`src/rtl/wash_sequencer.sv`:
```
// Wash sequencer: a single run is FILL -> SHAKE -> TURN, repeated for
// 1 + rinse_cnt passes. A FILL that takes too long drops into FAULT
// until clear. Pause freezes the running sequence and its actuators.
module wash_sequencer #(
    parameter int CNT_W = 16,
    parameter int RIN_W = 3
) (
    input  logic             clock,
    input  logic             reset_n,
    input  logic             start,
    input  logic             pause,
    input  logic             clear,
    input  logic             full,
    input  logic             dry,
    input  logic [CNT_W-1:0] shake_time,
    input  logic [CNT_W-1:0] fill_timeout,
    input  logic [RIN_W-1:0] rinse_cnt,
    output logic             valve,
    output logic             shake_mode,
    output logic             turn_mode,
    output logic             busy,
    output logic             done,
    output logic             fault,
    output logic [RIN_W-1:0] cycle_idx
);

    typedef enum logic [2:0] {
        S_IDLE,
        S_FILL,
        S_SHAKE,
        S_TURN,
        S_FAULT
    } state_e;

    localparam logic [CNT_W-1:0] CNT_ONE = CNT_W'(1);
    localparam logic [RIN_W-1:0] RIN_ONE = RIN_W'(1);

    state_e           state_q,       state_d;
    logic [CNT_W-1:0] timer_q,       timer_d;
    logic [RIN_W-1:0] idx_q,         idx_d;
    logic [CNT_W-1:0] shake_cfg_q,   shake_cfg_d;
    logic [CNT_W-1:0] timeout_cfg_q, timeout_cfg_d;
    logic [RIN_W-1:0] rinse_cfg_q,   rinse_cfg_d;
    logic             done_q,        done_d;

    logic [CNT_W-1:0] timer_inc;
    logic [CNT_W-1:0] shake_last;
    logic             fill_expired;

    // Timer step that sticks at all-ones instead of wrapping to zero.
    assign timer_inc = (timer_q == '1) ? timer_q : timer_q + CNT_ONE;

    // A zero shake duration still shakes for one cycle.
    assign shake_last = (shake_cfg_q == '0) ? '0 : shake_cfg_q - CNT_ONE;

    // Timeout fires on the last permitted FILL cycle; zero disables it.
    assign fill_expired = (timeout_cfg_q != '0) && (timer_q == timeout_cfg_q - CNT_ONE);

    // Next-state, timer, pass index and configuration latch.
    always_comb begin
        // NOTE: every target gets a default first so no path leaves one
        // unassigned, which would otherwise infer a latch.
        state_d       = state_q;
        timer_d       = timer_q;
        idx_d         = idx_q;
        shake_cfg_d   = shake_cfg_q;
        timeout_cfg_d = timeout_cfg_q;
        rinse_cfg_d   = rinse_cfg_q;
        done_d        = 1'b0;

        unique case (state_q)
            S_IDLE: begin
                if (start) begin
                    shake_cfg_d   = shake_time;
                    timeout_cfg_d = fill_timeout;
                    rinse_cfg_d   = rinse_cnt;
                    timer_d       = '0;
                    idx_d         = '0;
                    state_d       = S_FILL;
                end
            end
            S_FILL: begin
                if (!pause) begin
                    // full has priority over a timeout on the same cycle
                    if (full) begin
                        timer_d = '0;
                        state_d = S_SHAKE;
                    end else if (fill_expired) begin
                        timer_d = '0;
                        state_d = S_FAULT;
                    end else begin
                        timer_d = timer_inc;
                    end
                end
            end
            S_SHAKE: begin
                if (!pause) begin
                    if (timer_q == shake_last) begin
                        timer_d = '0;
                        state_d = S_TURN;
                    end else begin
                        timer_d = timer_inc;
                    end
                end
            end
            S_TURN: begin
                if (!pause && dry) begin
                    if (idx_q == rinse_cfg_q) begin
                        done_d  = 1'b1;
                        state_d = S_IDLE;
                    end else begin
                        idx_d   = idx_q + RIN_ONE;
                        timer_d = '0;
                        state_d = S_FILL;
                    end
                end
            end
            S_FAULT: begin
                if (clear) begin
                    state_d = S_IDLE;
                end
            end
            default: state_d = S_IDLE;
        endcase
    end

    // State register with asynchronous clear of the whole run context.
    always_ff @(posedge clock or negedge reset_n) begin
        if (!reset_n) begin
            state_q       <= S_IDLE;
            timer_q       <= '0;
            idx_q         <= '0;
            shake_cfg_q   <= '0;
            timeout_cfg_q <= '0;
            rinse_cfg_q   <= '0;
            done_q        <= 1'b0;
        end else begin
            // NOTE: non-blocking so every flop samples the pre-edge values.
            state_q       <= state_d;
            timer_q       <= timer_d;
            idx_q         <= idx_d;
            shake_cfg_q   <= shake_cfg_d;
            timeout_cfg_q <= timeout_cfg_d;
            rinse_cfg_q   <= rinse_cfg_d;
            done_q        <= done_d;
        end
    end

    assign valve      = (state_q == S_FILL)  && !pause;
    assign shake_mode = (state_q == S_SHAKE) && !pause;
    assign turn_mode  = (state_q == S_TURN)  && !pause;
    assign busy       = (state_q == S_FILL) || (state_q == S_SHAKE) || (state_q == S_TURN);
    assign fault      = (state_q == S_FAULT);
    assign done       = done_q;
    assign cycle_idx  = idx_q;

endmodule

```
`config.mk`:
```
export PLATFORM = sky130hd
export DESIGN_NAME = wash_sequencer
export DESIGN_NICKNAME = d
export VERILOG_FILES = /design/src/rtl/wash_sequencer.sv
export SDC_FILE = /design/constraint.sdc
export NUM_CORES = 1
export LEC_CHECK = 0
export CORE_MARGIN = 2
export CORE_UTILIZATION = 61
export CTS_CLUSTER_DIAMETER = 50
export DETAILED_ROUTE_END_ITERATION = 8
export PLACE_DENSITY = 0.9
export SYNTH_ARGS = -nofsm -noshare
export SYNTH_HDL_FRONTEND = slang
export SYNTH_SLANG_ARGS = --single-unit
```
`constraint.sdc`:
```
create_clock -name clock -period 5.36 [get_ports clock]
set_input_delay 1.072 -clock clock [delete_from_list [all_inputs] [get_ports clock]]
set_output_delay 1.072 -clock clock [all_outputs]
set_load 0.01 [all_outputs]
```
# Word-level counts from Yosys, hierarchy flattened
# Index checks and enable logic that the tools add are counted.
# classes
muxes,28
add_sub_neg,4
eq_ne,16
reduce_logical,17
# ops
cell,n
16-bit 2-to-1 mux,10
16-bit case mux with 4 select lines,1
3-bit 2-to-1 mux,11
16-bit equality test,2
"16-bit by 1-bit subtractor with 16-bit output, second input constant",2
"16-bit by 1-bit adder with 16-bit output, second input constant",1
"16-bit equality test, second input constant",1
16-bit zero test,1
16-bit nonzero test,1
3-bit case mux with 5 select lines,1
"2-bit != test, second input constant",7
7-bit AND reduction,1
"3-bit by 2-bit equality test with 1-bit output, second input constant",2
3-bit case mux with 2 select lines,1
6-bit AND reduction,1
1-bit logical AND,5
1-bit 2-to-1 mux,4
4-bit AND reduction,1
4-bit nonzero test,1
"3-bit by 1-bit adder with 3-bit output, second input constant",1
"3-bit by 1-bit equality test with 1-bit output, second input constant",1
3-bit equality test,1
"3-bit equality test, second input constant",1
3-bit zero test,1
other kinds (5),6
# word_totals
out_inout_bits,9
ff_bits,58
word_cells,72

# Logic depth before layout (Yosys ltp)
# Gate-level depths: netlist (run 1).
# depth
ltp_word,7
depth_mapped,11
depth_no_buf,10

# Worst setup path before layout (run 1)
# No wires, ideal clock.
# synth_timing
path_kind,register to register
startpoint,reg shake_cfg_q[0]
endpoint,reg timer_q[13]
setup_ns,0.125
path_slack_ns,2.088
period_less_slack_ns,3.272
stages_incl_launch_ff,12
arrival_time_ns,3.146
t_required_ns,5.235
path_buffers,1
path_cell_list,dfrtp_1 -> inv_1 -> ha_1 -> or4b_2 -> nor4_2 -> a21oi_1 -> a2111oi_4 -> o2111ai_1 -> or4_4 -> a211oi_4 -> buf_8 -> nor2_2
# synth_between
elab_chain_len,6
# synth_lines
item,line_no,source
start: declaration,41,"logic [CNT_W-1:0] shake_cfg_q, shake_cfg_d;"
start signal: assignment,142,shake_cfg_q <= shake_cfg_d;
16-bit by 1-bit subtractor with 16-bit output / 16-bit zero test (equally long branches),54,assign shake_last = (shake_cfg_q == '0) ? '0 : shake_cfg_q - CNT_ONE;
16-bit 2-to-1 mux (*),54,
16-bit equality test (*),98,if (timer_q == shake_last) begin
16-bit 2-to-1 mux (*),98,
16-bit 2-to-1 mux (*),97,if (!pause) begin
16-bit case mux with 4 select lines (*),71,unique case (state_q)
end signal: assignment,140,timer_q <= timer_d;
end: declaration,39,"logic [CNT_W-1:0] timer_q, timer_d;"
# Mark *: on every way between the ends. The rest lies on a longest branch, timed or not. The select of a mux whose other input is x is not followed.
# A chain may end at the register's enable or synchronous reset.

# Worst setup path after layout (run 1)
# layout_timing
startpoint,reg shake_cfg_q[0]
endpoint,reg timer_q[14]
# The elaborated chain is that of the path after synthesis.

==> results of run 1 <==
## flip-flops by register name, indices dropped and copies added, names as in the netlist
signal,count
shake_cfg_q,16
timeout_cfg_q,16
timer_q,16
cycle_idx,3
rinse_cfg_q,3
state_q,3
done,1
## synth_stat cells, types with 13 or more instances
library cell	number	area [sq um]
sky130_fd_sc_hd__xnor2_1	23	201
sky130_fd_sc_hd__o21ai_0	14	70.1
sky130_fd_sc_hd__inv_1	13	48.8
sky130_fd_sc_hd__nor2_1	38	143
sky130_fd_sc_hd__xor2_1	24	210
sky130_fd_sc_hd__nor3_1	22	110
sky130_fd_sc_hd__nand3_1	18	90.1
sky130_fd_sc_hd__nor4_1	16	100
sky130_fd_sc_hd__mux2_2	29	327
sky130_fd_sc_hd__nand2_1	30	113
sky130_fd_sc_hd__clkbuf_1	24	90.1
sky130_fd_sc_hd__dfrtp_1	58	1450
## layer usage
metal	global-route usage, %	wire (um)	vias up	part of all wire (%)
li1	-	-	1768	-
met1	39.7	4600	1738	43
met2	46.8	4930	185	46
met3	5.52	763	43	7.1
met4	16.2	453	0	4.2
met5	0	0	-	0
## final timing paths
path                            cells past startpoint           endpoint      startpoint  slack, ns
max in group asynchronous                           2  timeout_cfg_q[12]         reset_n       3.99
worst max-delay path                               10        timer_q[14]  shake_cfg_q[0]       1.38
worst min register to register                      1     rinse_cfg_q[0]  rinse_cfg_q[0]       0.54
min in group asynchronous                           2         timer_q[5]         reset_n       0.87
worst min-delay path                                1     rinse_cfg_q[0]  rinse_cfg_q[0]       0.54
worst max register to register                     10        timer_q[14]  shake_cfg_q[0]       1.38
## area by class of cell
type                            instances  area, sq um  share of cell area, %
Clock buffer                           12          165                   3.42
Clock inverter                          2         12.5                  0.259
Inverter                               13         48.8                   1.01
Multi-Input combinational cell        359         2540                   52.5
Sequential cell                        58         1450                   30.0
Tap cell                               80          100                   2.07
Timing Repair Buffer                   53          518                   10.7
## worst max-delay path, delay by kind of cell, from the launching register on
family,cells,cell delay [ns]
compound gates,4,1.48
fa+ha+maj,1,0.27
buf+inv,1,0.12
flops,1,0.41
simple gates,4,1.53
## kinds of logic (layout without fill, tap and decap cells)
kind of cell | after synthesis | count (layout)
compound gates | 76 | 76
xor+xnor | 49 | 49
simple gates | 198 | 198
flops | 58 | 58
fa+ha+maj | 4 | 4
buf+inv | 45 | 80
mux | 32 | 32
## through the flow
step / total power, mW / util, %
6_report: 2.40 / 72.0
5_1_grt: 2.57 / 72.0
4_1_cts: 2.39 / 72.0
3_5_place_dp: 2.00 / 69.3
3_3_place_gp: 1.96 / 69.3
2_1_floorplan: 1.73 / -
## power groups by stage
stage / clock, mW / sequential [mW] / combinational, mW
after detailed placement: 0 / 0.893 / 1.11
after global placement: 0 / 0.879 / 1.08
after floorplan: 0 / 0.737 / 0.990
after CTS: 0.380 / 0.886 / 1.12
after global routing: 0.399 / 0.930 / 1.24
final: 0.373 / 0.893 / 1.13
==> load_flow_metrics.sql, run 1 <==
INSERT INTO impl_metrics (metric_group, metric, value, unit) VALUES
('place', 'io_buffer_count', '50', ''),
('worst_setup_path', 'worst_path_arrival', '4.16', 'ns'),
('floorplanning', 'rows', '30', ''),
('logic_synthesis', 'post_synth_instance_area', '4180', 'sq um'),
('worst_setup_path', 'critPathRequiredTime', '5.55', 'ns'),
('power_and_ir_drop', 'power_frac_seq', '37.2', '%'),
('clock_network', 'insertion_delay', '0.34', 'ns'),
('final_layout', 'final_cells', '577', ''),
('power_and_ir_drop', 'internal_power', '1.34', 'mW'),
('global_route', 'grt_max_degree', '59', ''),
('power_and_ir_drop', 'power.clock.fraction', '15.5', '%'),
('place', 'half_perimeter_wire_length_of_the_detailed_placement_result', '7920', 'um'),
('routing', 'drcViolationCount', '0', ''),
('timing', 'finalCriticalPeriod', '3.98', 'ns'),
('min_path', 'class_of_the_most_critical_hold_timing_path', 'reg2reg', ''),
('power_and_ir_drop', 'fraction_of_power_spent_switching_nets', '44.2', '%'),
('logic_synthesis', 'synthesized_area_fraction_occupied_by_xor_and_xnor_cells', '10.9', '%'),
('status', 'outcome', 'completed', ''),
('routing', 'via_per_inst', '6.47', ''),
('worst_setup_path', 'critPathKind', 'reg2reg', ''),
('timing', 'slew_headroom', '40.4', '%'),
('clock_network', 'cts-htree-levels', '3', ''),
('logic_synthesis', 'synth.mux.area_fraction', '8.52', '%'),
('logic_synthesis', 'synth-adder-area-share', '1.20', '%'),
('power_and_ir_drop', 'cellLeakagePower', '1.83', 'nW'),
('timing', 'finalWorstSetupSlack', '1.38', 'ns'),
('global_route', 'grt_pass1_wl', '17700', 'um'),
('floorplanning', 'die_width', '86.8', 'um'),
('job', 'cap_viol_max_count', '0', ''),
('logic_synthesis', 'netlist_instances', '462', ''),
('clock_network', 'ctsResizeCount', '0', ''),
('routing', 'routed_wirelength', '10700', 'um'),
('timing', 'hold_viol', '0', ''),
('logic_synthesis', 'post_synth_num_cell_types', '66', ''),
('final_layout', 'layout_common_cells', 'sky130_fd_sc_hd__dfrtp_1 (58), sky130_fd_sc_hd__clkdlybuf4s50_1 (49), sky130_fd_sc_hd__nor2_1 (38), sky130_fd_sc_hd__nand2_1 (30), sky130_fd_sc_hd__mux2_2 (29)', ''),
('clock_network', 'cts_tree', 'yes', ''),
('floorplanning', 'floorplan.initialDensity', '62.3', '%'),
('worst_setup_path', 'slowest_delay', '0.76', 'ns'),
('clock_network', 'cts-root-buf', 'sky130_fd_sc_hd__clkbuf_8', ''),
('logic_synthesis', 'synth_top_family_by_area', 'simple AND/OR/NAND/NOR gates', ''),
('floorplanning', 'core_ar', '6720', 'sq um'),
('floorplanning', 'io_pins', '51', ''),
('floorplanning', 'floorplan.die_area', '7540', 'sq um'),
('power_and_ir_drop', 'vdd.ir_drop.worst', '325', 'uV'),
('logic_synthesis', 'synth.net_count', '508', ''),
('floorplanning', 'floorplan.die.height', '86.8', 'um'),
('logic_synthesis', 'synth_ff_type', 'sky130_fd_sc_hd__dfrtp_1', ''),
('logic_synthesis', 'number_of_enable_type_register_cells_in_the_synthesized_netlist', '0', ''),
('timing', 'clock.fmax', '251', 'MHz'),
('routing', 'vias', '3734', ''),
('routing', 'drt_pass1_iterations', '5', ''),
('logic_synthesis', 'post_synth_and_or_nand_nor_area_fraction', '26.2', '%'),
('clock_network', 'cts_hold_buffers', '0', ''),
('worst_setup_path', 'timing.critical_path.cells', 'inv_1 > ha_1 > or4b_2 > nor4_2 > a21oi_1 > a2111oi_4 > o2111ai_1 > or4_4 > a211oi_4 > nor3_1', ''),
('worst_setup_path', 'cp-start-kind', 'register', ''),
('clock_network', 'clkTransAtPathRegs', '0.07', 'ns'),
('logic_synthesis', 'synth_seq_area_share', '34.7', '%'),
('timing', 'final_hold_slack', '0.545', 'ns'),
('timing', 'setup_repair_after_global_routing_missed_its_margin', 'no', ''),
('routing', 'ant_nets', '0', ''),
('worst_setup_path', 'crit_path_end_kind', 'register', ''),
('final_layout', 'drive_gt1_share', '15.1', '%'),
('final_layout', 'fill_cells', '501', ''),
('clock_network', 'postCtsSetupRepairBufs', '0', ''),
('place', 'dpl-instance-area', '4660', 'sq um'),
('place', 'dpl_worst_slack', '1.43', 'ns'),
('worst_setup_path', 'crit_path_top_delay_cell', 'sky130_fd_sc_hd__a211oi_4', ''),
('power_and_ir_drop', 'p_comb_share', '47.3', '%'),
('logic_synthesis', 'postSynthRegisterBits', '58', ''),
('timing', 'post_route_fraction_of_the_period_consumed_by_the_critical_path', '74.2', '%'),
('power_and_ir_drop', 'power-per-cell-area', '496', 'nW/um^2');
(Power assumes the default switching activity.)
==> run 2: changes to the inputs <==
--- a/config.mk
+++ b/config.mk
@@ -6,10 +6,10 @@
 export NUM_CORES = 1
 export LEC_CHECK = 0
 export CORE_MARGIN = 2
-export CORE_UTILIZATION = 61
+export CORE_UTILIZATION = 57
 export CTS_CLUSTER_DIAMETER = 50
 export DETAILED_ROUTE_END_ITERATION = 8
-export PLACE_DENSITY = 0.9
+export PLACE_DENSITY = 0.85
 export SYNTH_ARGS = -nofsm -noshare
 export SYNTH_HDL_FRONTEND = slang
 export SYNTH_SLANG_ARGS = --single-unit
==> constraint.sdc (replaced) <==
create_clock -name clock -period 4.1 [get_ports clock]
set_input_delay 0.82 -clock clock [delete_from_list [all_inputs] [get_ports clock]]
set_output_delay 0.82 -clock clock [all_outputs]
set_load 0.01 [all_outputs]
==> run 2 against run 1 <==
Net effect:
- count of clock-buffer cells in the layout unchanged
- critical path depth increased by 1
- core utilization decreased by 2.4 points
- first-iteration DRC count is 9.3% lower
- via count grew 2.2%
- wire length is 1.8% higher
- critical path type unchanged
- cell area is 3.2% higher
- flip-flop and latch count stayed put
- worst setup slack worse by 0.85 ns
==> load_flow_metrics.sql, run 2 (same netlist as run 1, synthesis figures left out) <==
INSERT INTO impl_metrics (metric_group, metric, value, unit) VALUES
('clock_network', 'clock_sinks', '58', ''),
('timing', 'slew_violations', '0', ''),
('worst_setup_path', 'cp-start-kind', 'register', ''),
('worst_setup_path', 'critPathRequiredTime', '4.31', 'ns'),
('timing', 'setup_repair_after_global_routing_missed_its_margin', 'no', ''),
('timing', 'finalCriticalPeriod', '3.57', 'ns'),
('global_route', 'grt_max_degree', '41', ''),
('timing', 'clock-skew-final', '0.00905', 'ns'),
('power_and_ir_drop', 'power_frac_seq', '34.3', '%'),
('worst_setup_path', 'crit_path_end_kind', 'register', ''),
('job', 'cap_viol_max_count', '0', ''),
('place', 'placed_cells', '588', ''),
('clock_network', 'ctsResizeCount', '0', ''),
('power_and_ir_drop', 'internal_power', '1.96', 'mW'),
('global_route', 'global_route.usage.met1', '37.3', '%'),
('power_and_ir_drop', 'fraction_of_power_spent_switching_nets', '41.8', '%'),
('timing', 'fin_tns_setup', '0', 'ns'),
('worst_setup_path', 'worst_setup_endpoint', 'timer_q[10]', ''),
('routing', 'ant_nets', '0', ''),
('routing', 'detail_route.wl_per_cell', '18.1', 'um'),
('global_route', 'number_of_global_route_vias_before_repair', '3569', ''),
('power_and_ir_drop', 'net-switching-power', '1.41', 'mW'),
('final_layout', 'fill_cells', '547', ''),
('floorplanning', 'floorplan.die_area', '8040', 'sq um'),
('worst_setup_path', 'critPathKind', 'reg2reg', ''),
('power_and_ir_drop', 'power.clock.fraction', '19.9', '%'),
('timing', 'clock.fmax', '280', 'MHz'),
('final_layout', 'final_cells', '604', ''),
('clock_network', 'insertion_delay', '0.34', 'ns'),
('place', 'place_congestion', '0.988', ''),
('timing', 'final_hold_slack', '0.532', 'ns'),
('routing', 'drt_iter0_drc', '320', ''),
('routing', 'drt_pass1_iterations', '5', ''),
('timing', 'finalWorstSetupSlack', '0.533', 'ns'),
('power_and_ir_drop', 'power-per-cell-area', '674', 'nW/um^2'),
('final_layout', 'final_util', '69.6', '%'),
('final_layout', 'final_design_area_no_fill', '4990', 'sq um'),
('worst_setup_path', 'crit_path_start', 'shake_cfg_q[0]', ''),
('final_layout', 'layout_top_registers', 'shake_cfg_q (16), timeout_cfg_q (16), timer_q (16)', ''),
('floorplanning', 'io_pins', '51', ''),
('place', 'half_perimeter_wire_length_of_the_detailed_placement_result', '8080', 'um'),
('floorplanning', 'floorplan.initialDensity', '58.3', '%'),
('final_layout', 'syn2layout_area_growth', '19.3', '%'),
('final_layout', 'design.final.nets', '546', ''),
('global_route', 'groute.layer.met2.usage', '44.7', '%'),
('clock_network', 'clkTransAtPathRegs', '0.07', 'ns'),
('power_and_ir_drop', 'p_total', '3.37', 'mW'),
('final_layout', 'diode_count', '0', ''),
('place', 'io_buffer_count', '50', ''),
('clock_network', 'cts_hold_buffers', '0', ''),
('place', 'dpl_worst_slack', '0.570', 'ns'),
('global_route', 'grt_antenna_before_repair', '0', ''),
('worst_setup_path', 'origin_of_the_critical_flop_to_flop_path', 'shake_cfg_q[0]', ''),
('clock_network', 'cts_tree', 'yes', ''),
('final_layout', 'layout.cells.most_common', 'sky130_fd_sc_hd__dfrtp_1', ''),
('power_and_ir_drop', 'vdd.ir_drop.worst', '375', 'uV'),
('global_route', 'globalRoute.busiestLayer', 'met2', ''),
('routing', 'vias', '3816', ''),
('final_layout', 'layout_common_cells', 'sky130_fd_sc_hd__dfrtp_1 (58), sky130_fd_sc_hd__clkdlybuf4s50_1 (49), sky130_fd_sc_hd__nor2_1 (38), sky130_fd_sc_hd__nand2_1 (30), sky130_fd_sc_hd__mux2_2 (29)', ''),
('timing', 'worst-slew-pin-transition', '0.928', 'ns'),
('worst_setup_path', 'r2r_end', 'timer_q[10]', ''),
('floorplanning', 'rows', '31', ''),
('global_route', 'global_route.overflow_total', '0', ''),
('global_route', 'groute.usage.overall', '28.0', '%'),
('routing', 'drcViolationCount', '0', ''),
('timing', 'post_route_fraction_of_the_period_consumed_by_the_critical_path', '87.0', '%'),
('routing', 'routed_wirelength', '10900', 'um'),
('timing', 'setup-violations-final', '0', ''),
('final_layout', 'drive_gt1_share', '16.2', '%'),
('clock_network', 'cts-root-buf', 'sky130_fd_sc_hd__clkbuf_8', ''),
('timing', 'hold_viol', '0', ''),
('timing', 'slew_headroom', '38.2', '%'),
('clock_network', 'postCtsSetupRepairBufs', '0', ''),
('clock_network', 'clock_path_buffers', '2', ''),
('floorplanning', 'die_width', '89.7', 'um'),
('power_and_ir_drop', 'cellLeakagePower', '1.90', 'nW'),
('worst_setup_path', 'worst_path_arrival', '3.78', 'ns'),
('global_route', 'grt_pass1_wl', '17200', 'um'),
('routing', 'via_per_inst', '6.32', ''),
('worst_setup_path', 'crit_fanout', '15', ''),
('min_path', 'class_of_the_most_critical_hold_timing_path', 'reg2reg', ''),
('floorplanning', 'floorplan.die.height', '89.7', 'um'),
('status', 'outcome', 'completed', ''),
('global_route', 'groute.layer.met3.usage', '5.94', '%'),
('worst_setup_path', 'worst_case_reg_to_reg_path_depth', '11', ''),
('worst_setup_path', 'timing.reg2reg.setup_slack', '0.53', 'ns'),
('floorplanning', 'core_ar', '7180', 'sq um'),
('power_and_ir_drop', 'p_comb_share', '45.8', '%'),
('clock_network', 'cts-htree-levels', '3', ''),
('place', 'dpl-instance-area', '4740', 'sq um'),
('clock_network', 'tritoncts.num_buffers', '9', '');
-- run 2: area by class of cell --
type / instances / area [sq um] / share of cell area [%]
tap: 99 / 124 / 2.48
inverter: 13 / 48.8 / 0.977
clock inverter: 4 / 97.6 / 1.95
clock buffer: 12 / 155 / 3.11
timing repair buffer: 59 / 576 / 11.5
sequential: 58 / 1450 / 29.1
multi-input combinational: 359 / 2540 / 50.9
-- run 2: worst min path at each step --
stage	startpoint	endpoint	slack, ns	depth (start not counted)
after floorplan	rinse_cfg_q[0]	rinse_cfg_q[0]	0.50	1
after global placement	rinse_cfg_q[2]	rinse_cfg_q[2]	0.51	1
after detailed placement	rinse_cfg_q[1]	rinse_cfg_q[1]	0.52	1
after CTS	rinse_cfg_q[1]	rinse_cfg_q[1]	0.54	1
after global routing	rinse_cfg_q[2]	rinse_cfg_q[2]	0.56	1
final	rinse_cfg_q[1]	rinse_cfg_q[1]	0.53	1
-- run 2: critical path: stages, from the launching register on --
cell	delay, ns
sky130_fd_sc_hd__dfrtp_1	0.41
sky130_fd_sc_hd__inv_1	0.13
sky130_fd_sc_hd__ha_1	0.28
sky130_fd_sc_hd__or4b_2	0.61
sky130_fd_sc_hd__nor4_2	0.27
sky130_fd_sc_hd__a21oi_1	0.19
sky130_fd_sc_hd__a2111oi_4	0.33
sky130_fd_sc_hd__o2111ai_1	0.14
sky130_fd_sc_hd__or4_4	0.46
sky130_fd_sc_hd__a211oi_4	0.24
sky130_fd_sc_hd__buf_4	0.27
sky130_fd_sc_hd__nor3_1	0.09
-- run 2: routing by layer --
metal,wire length (um),share of wire (%)
met4,267,2.4
met2,5200,48
met5,0,0
met3,731,6.7
met1,4740,43
-- run 2: power groups by stage --
| stage | combinational [mW] | clock (mW) | sequential (mW) |
|---|---|---|---|
| CTS | 1.53 | 0.684 | 1.14 |
| detailed placement | 1.51 | 0 | 1.15 |
| global placement | 1.47 | 0 | 1.13 |
| global route | 1.68 | 0.707 | 1.19 |
| finish | 1.54 | 0.671 | 1.15 |
| floorplan | 1.29 | 0 | 0.964 |
